File: src/rtl/cpu_opponent.sv
// Automated right-hand tug-of-war player: waits for the all-lit ready pattern,
// then presses the right button after a pseudo-random reaction delay once "go" appears.
module cpu_opponent #(
  parameter int          DELAY_W      = 16,
  parameter int          MIN_DELAY    = 1000,
  parameter logic [15:0] RAND_MASK    = 16'h03FF,
  parameter int          PRESS_CYCLES = 4,
  parameter logic [15:0] LFSR_SEED    = 16'hACE1
) (
  input  logic       clk,
  input  logic       rst,
  input  logic       enable,
  input  logic [1:0] difficulty,
  input  logic [6:0] leds_in,
  input  logic       pbl_in,
  output logic       pb_out,
  output logic       busy,
  output logic [7:0] press_count
);

  typedef enum logic [1:0] {IDLE, ARMED, WAIT, PRESS} state_e;

  localparam logic [6:0] READY = 7'h7F;

  state_e               state_q, state_d;
  logic [DELAY_W-1:0]   cnt_q, cnt_d;
  logic [15:0]          lfsr_q, lfsr_d;
  logic [7:0]           pc_q, pc_d;
  logic                 pb_q, pb_d;

  logic [DELAY_W-1:0]   min_sh, rnd_sh, dly_sum, dly;
  logic                 ready;

  assign ready = (leds_in == READY);

  // Galois form of x^16+x^14+x^13+x^11+1; maximal length, so a nonzero seed never hits zero
  always_comb begin
    lfsr_d = {1'b0, lfsr_q[15:1]} ^ (lfsr_q[0] ? 16'hB400 : 16'h0000);
  end

  // Shift in 32 bits before truncating so the result matches full-precision math mod 2^DELAY_W
  always_comb begin
    min_sh  = DELAY_W'(32'(MIN_DELAY) >> difficulty);
    rnd_sh  = DELAY_W'({16'd0, lfsr_q & RAND_MASK} >> difficulty);
    dly_sum = min_sh + rnd_sh;
    dly     = (dly_sum == '0) ? DELAY_W'(1) : dly_sum;
  end

  always_comb begin
    state_d = state_q;
    cnt_d   = cnt_q;
    pc_d    = pc_q;
    if (!enable) begin
      state_d = IDLE;
      cnt_d   = '0;
    end else begin
      case (state_q)
        IDLE: begin
          if (ready) state_d = ARMED;
        end
        ARMED: begin
          if (!ready) begin
            state_d = WAIT;
            cnt_d   = dly;
          end
        end
        WAIT: begin
          cnt_d = cnt_q - 1'b1;
          if (ready) begin
            state_d = ARMED;
            cnt_d   = '0;
          end else if (pbl_in) begin
            state_d = IDLE;
            cnt_d   = '0;
          end else if (cnt_q == DELAY_W'(1)) begin
            state_d = PRESS;
            cnt_d   = DELAY_W'(PRESS_CYCLES);
          end
        end
        PRESS: begin
          // the counter is reused to time the press width
          cnt_d = cnt_q - 1'b1;
          if (cnt_q == DELAY_W'(1)) begin
            state_d = IDLE;
            cnt_d   = '0;
            if (pc_q != 8'hFF) pc_d = pc_q + 8'd1;
          end
        end
        default: begin
          state_d = IDLE;
          cnt_d   = '0;
        end
      endcase
    end
    pb_d = (state_d == PRESS);
  end

  always_ff @(posedge clk or negedge rst) begin
    if (!rst) begin
      state_q <= IDLE;
      cnt_q   <= '0;
      lfsr_q  <= LFSR_SEED;
      pc_q    <= 8'd0;
      pb_q    <= 1'b0;
    end else begin
      state_q <= state_d;
      cnt_q   <= cnt_d;
      lfsr_q  <= lfsr_d;
      pc_q    <= pc_d;
      pb_q    <= pb_d;
    end
  end

  assign pb_out      = pb_q;
  assign busy        = (state_q != IDLE);
  assign press_count = pc_q;

endmodule

File: config.mk
export PLATFORM = sky130hd
export DESIGN_NAME = cpu_opponent
export DESIGN_NICKNAME = d
export VERILOG_FILES = /design/src/rtl/cpu_opponent.sv
export SDC_FILE = /design/constraint.sdc
export NUM_CORES = 1
export LEC_CHECK = 0
export CORE_ASPECT_RATIO = 0.7
export CORE_MARGIN = 4
export CORE_UTILIZATION = 32
export DETAILED_ROUTE_END_ITERATION = 8
export GPL_TIMING_DRIVEN = 0
export HOLD_SLACK_MARGIN = 0.05
export PLACE_DENSITY = 0.52
export SETUP_SLACK_MARGIN = 0.05
export SYNTH_ARGS = -nofsm -noshare
export SYNTH_HDL_FRONTEND = slang
export SYNTH_SLANG_ARGS = --single-unit
File: constraint.sdc
create_clock -name clk -period 2.7 [get_ports clk]
set_input_delay 0.675 -clock clk [delete_from_list [all_inputs] [get_ports clk]]
set_output_delay 0.675 -clock clk [all_outputs]
set_load 0.03 [all_outputs]
==> parameters.txt <==
Parameter                              Value

Clocking
  TritonCTS buffer count    5
  TritonCTS clock tree    done
  CTS H-tree depth    2
  Clock buffer depth    2
  Root buffer cell    sky130_fd_sc_hd__clkbuf_16
  Later-pin clock latency in the skew report    290 ps
  Clock edge transition at the registers on the reported setup and hold paths    70 ps
  # clock sinks    43

Place
  Count of input and output buffers    22
  Setup slack after placement    -1151 ps
  Half-perimeter wire length after placement    5.017 mm
  Dpl cells    399
  Weighted congestion reported at the end of routability-driven placement    0.8332

Finish
  Most frequent standard cell in the layout excluding fill and tap cells    sky130_fd_sc_hd__dfrtp_1
  Final Net Count    343
  Most frequent cells in the layout    sky130_fd_sc_hd__dfrtp_1, sky130_fd_sc_hd__clkdlybuf4s50_1, sky130_fd_sc_hd__nor2_1
  Fraction of final layout cells sized beyond drive strength 1    22.54%
  Multi-input gate area in the final layout    0.001703 mm2
  Count of antenna diodes in the layout    0
  Area of all sequential standard cells    0.001086 mm2
  Number of filler instances in the final layout    776
  Final std cells w/o fill    416
  Area growth from synthesis to layout    29.49%

Timing
  Final clock skew    7.319 ps
  Max Transition Viols Final    0
  Final Hold Violating Endpoints    0
  Post-route fraction of the period consumed by the critical path    104.8%
  Final setup violation count    3
  Final worst-path setup slack    -130.8 ps
  Normalized max-slew margin    48.10%
  Unrepaired setup endpoints after global routing    yes
  Final hold slack    335.3 ps
  Actual slew at the worst max-slew pin    771.3 ps
  Maximum clock frequency    353.3 MHz
  Setup TNS    -227.7 ps
  Min Tclk post-route    2831 ps

Floorplan
  Overall die width    118.3 um
  DIE HEIGHT    85.19 um
  Boundary pin count    23
  Starting density of the core    33.74%
  Placeable core area    0.008074 mm2
  Die footprint    0.01008 mm2
  Number of cell rows    27

Drt
  Number of design rule violations left after detail routing    0
  Average vias per placed instance    5.438
  Number of vias in the routed layout    2262
  Wire per inst    16.30 um
  Detailed-route wire length    6.781 mm
  Antenna Violating Nets Remaining    0
  DRT iter0 DRCs    201
  First-pass detailed-route iteration total    4

Critical path
  Crit-path cells    buf_8, clkbuf_16, mux4_2, ha_4, fa_2, a21o_1, a22o_4, buf_6, or3_1, nand3_1, a32o_1
  Critical path type    in2reg
  Required arrival time at the worst endpoint    2920 ps
  Slowest Stage Delay on Critical Path    520 ps
  Worst setup path startpoint    difficulty[0]
  Nature of the critical path startpoint    input pin
  Critical path fanouts, max    4
  Arrival time of data at the critical path endpoint    3050 ps
  Critical path's slowest cell    sky130_fd_sc_hd__mux4_2
  Nature of the critical path endpoint    flop
  Startpoint of the worst register-to-register path    lfsr_q[3]$_DFF_PN0_

Yosys
  Share of synthesized flip-flops with an asynchronous set or reset    100.0%
  Post-Syn Instances    275
  Share of the synthesized area in compound gates (AO/OA/AOI/OAI)    19.71%
  Number of enable flip-flop cells after synthesis    0
  Yosys warning count    0
  Xor/xnor cell area share of the yosys netlist    6.109%
  Most instantiated flip-flop cell in the synthesis netlist    sky130_fd_sc_hd__dfrtp_1
  Share of synthesized area spent on multiplexers    6.063%
  Syn avg cell area    9.905 um2
  Cell area after synthesis    0.002724 mm2
  Total of flip-flops plus latches after synthesis    43
  Post-Synth Simple-Gate Area    16.90%
  Net count after synthesis    304
  Adder-cell area share of the yosys netlist    7.625%
  Main combinational cell family by area after synthesis    compound AO/OA/AOI/OAI gates
  Count of different cell masters after synthesis    57
  Sequential share of the synthesized area    39.87%

Power
  Max VDD drop    0.3624 mV
  Leakage power of the design    0.001506 uW
  Total power divided by cell area    875.4 mW/mm2
  Post-layout power    3088 uW

Flow run
  Number of violations of the max-capacitance limit    0

Status
  Failing checks    negative setup slack
  Outcome    finished with violations

Global routing
  Met2 global-route usage    18.35%
  Pin count of the biggest net entering global routing    25
  Met3 Track Usage GR    4.064%
  Initial antenna violation count    0
  GRT met1 Usage    21.89%
  Global router's overall resource usage    13.99%
  Total congestion overflow    0
  Busiest layer in global routing    met1
  Global-route wire length before repair    11.32 mm
  Number of global-route vias before repair    2194

Min path
  Min-Delay Path Class    in2async
==> metrics by stage <==
step | utilization [%] | cell area [um2]
after floorplan | - | 2789
after global placement | 38.83 | 3136
after global routing | 43.69 | 3527
after CTS | 42.99 | 3471
final | 43.69 | 3527
after detailed placement | 39.02 | 3151
==> synth_stat cells (4+ instances only) <==
library cell / n / share of area [%]
sky130_fd_sc_hd__mux4_2: 5 / 4.1
sky130_fd_sc_hd__ha_1: 15 / 6.9
sky130_fd_sc_hd__clkbuf_1: 6 / 0.83
sky130_fd_sc_hd__o31ai_1: 4 / 1.1
sky130_fd_sc_hd__o22ai_1: 4 / 0.92
sky130_fd_sc_hd__nand2_1: 13 / 1.8
sky130_fd_sc_hd__nor2_1: 19 / 2.6
sky130_fd_sc_hd__nor3_1: 5 / 0.92
sky130_fd_sc_hd__nand4_1: 5 / 1.1
sky130_fd_sc_hd__nor4_1: 7 / 1.6
sky130_fd_sc_hd__xnor2_1: 9 / 2.9
sky130_fd_sc_hd__o21ai_0: 19 / 3.5
sky130_fd_sc_hd__dfstp_2: 8 / 7.7
sky130_fd_sc_hd__a211oi_1: 6 / 1.7
sky130_fd_sc_hd__dfrtp_1: 35 / 32
sky130_fd_sc_hd__or2_2: 6 / 1.4
sky130_fd_sc_hd__inv_1: 15 / 2.1
sky130_fd_sc_hd__nand3_1: 11 / 2.0
sky130_fd_sc_hd__a21oi_1: 11 / 2.0
sky130_fd_sc_hd__xor2_1: 10 / 3.2
==> critical path, delay by kind of cell <==
kind	cells	cell delay [ps]
compound gates	3	560
fa+ha+maj	2	530
simple gates	2	440
buf+inv	3	330
mux	1	520
==> final cells by class <==
type	instances	area share, %
Clock buffer	5	3.547
Tap cell	101	3.583
Multi-Input combinational cell	209	48.28
Buffer	7	2.057
Sequential cell	43	30.79
Inverter	15	1.596
Timing Repair Buffer	33	8.904
Clock inverter	3	1.242
==> sequential cells by signal, summed over array words and instances, names as in the netlist <==
signal,count
cnt_q,16
press_count,8
lfsr_q,16
pb_out,1
state_q,2
==> kinds of logic after synthesis <==
kind of cell    Yosys count
simple gates             86
compound gates           78
flops                    43
buf+inv                  23
xor+xnor                 19
fa+ha+maj                16
mux                      10
==> where the power goes <==
| part | switching, uW | leakage [uW] | internal [uW] |
|---|---|---|---|
| registers | 137 | 0.000565 | 754 |
| logic | 913 | 0.000857 | 588 |
| clock network | 259 | 0.0000838 | 436 |
==> metal layers <==
layer / vias up / wire [um]
li1: 1123 / -
met1: 1082 / 3578
met2: 51 / 2735
met3: 6 / 394
met4: 0 / 72
met5: - / 0
==> timing repair <==
item                                    in CTS  in global routing
hold buffers                                 0                  0
gates resized for setup                     26                 14
endpoints found under the setup margin      10                 10
endpoints found under the hold margin        0                  0
setup buffers                                8                  2
pin swaps                                   11                 14
==> final timing paths <==
path	depth (start not counted)	slack, ps	to
max	11	-130	cnt_q[6]$_DFFE_PN0P_
min	1	340	lfsr_q[14]$_DFF_PN0_
max reg2reg	9	40	cnt_q[6]$_DFFE_PN0P_
min reg2reg	0	350	lfsr_q[11]$_DFF_PN1_
max in group asynchronous	2	1800	lfsr_q[11]$_DFF_PN1_
min in group clk	0	350	lfsr_q[11]$_DFF_PN1_
(Power assumes the default switching activity.)
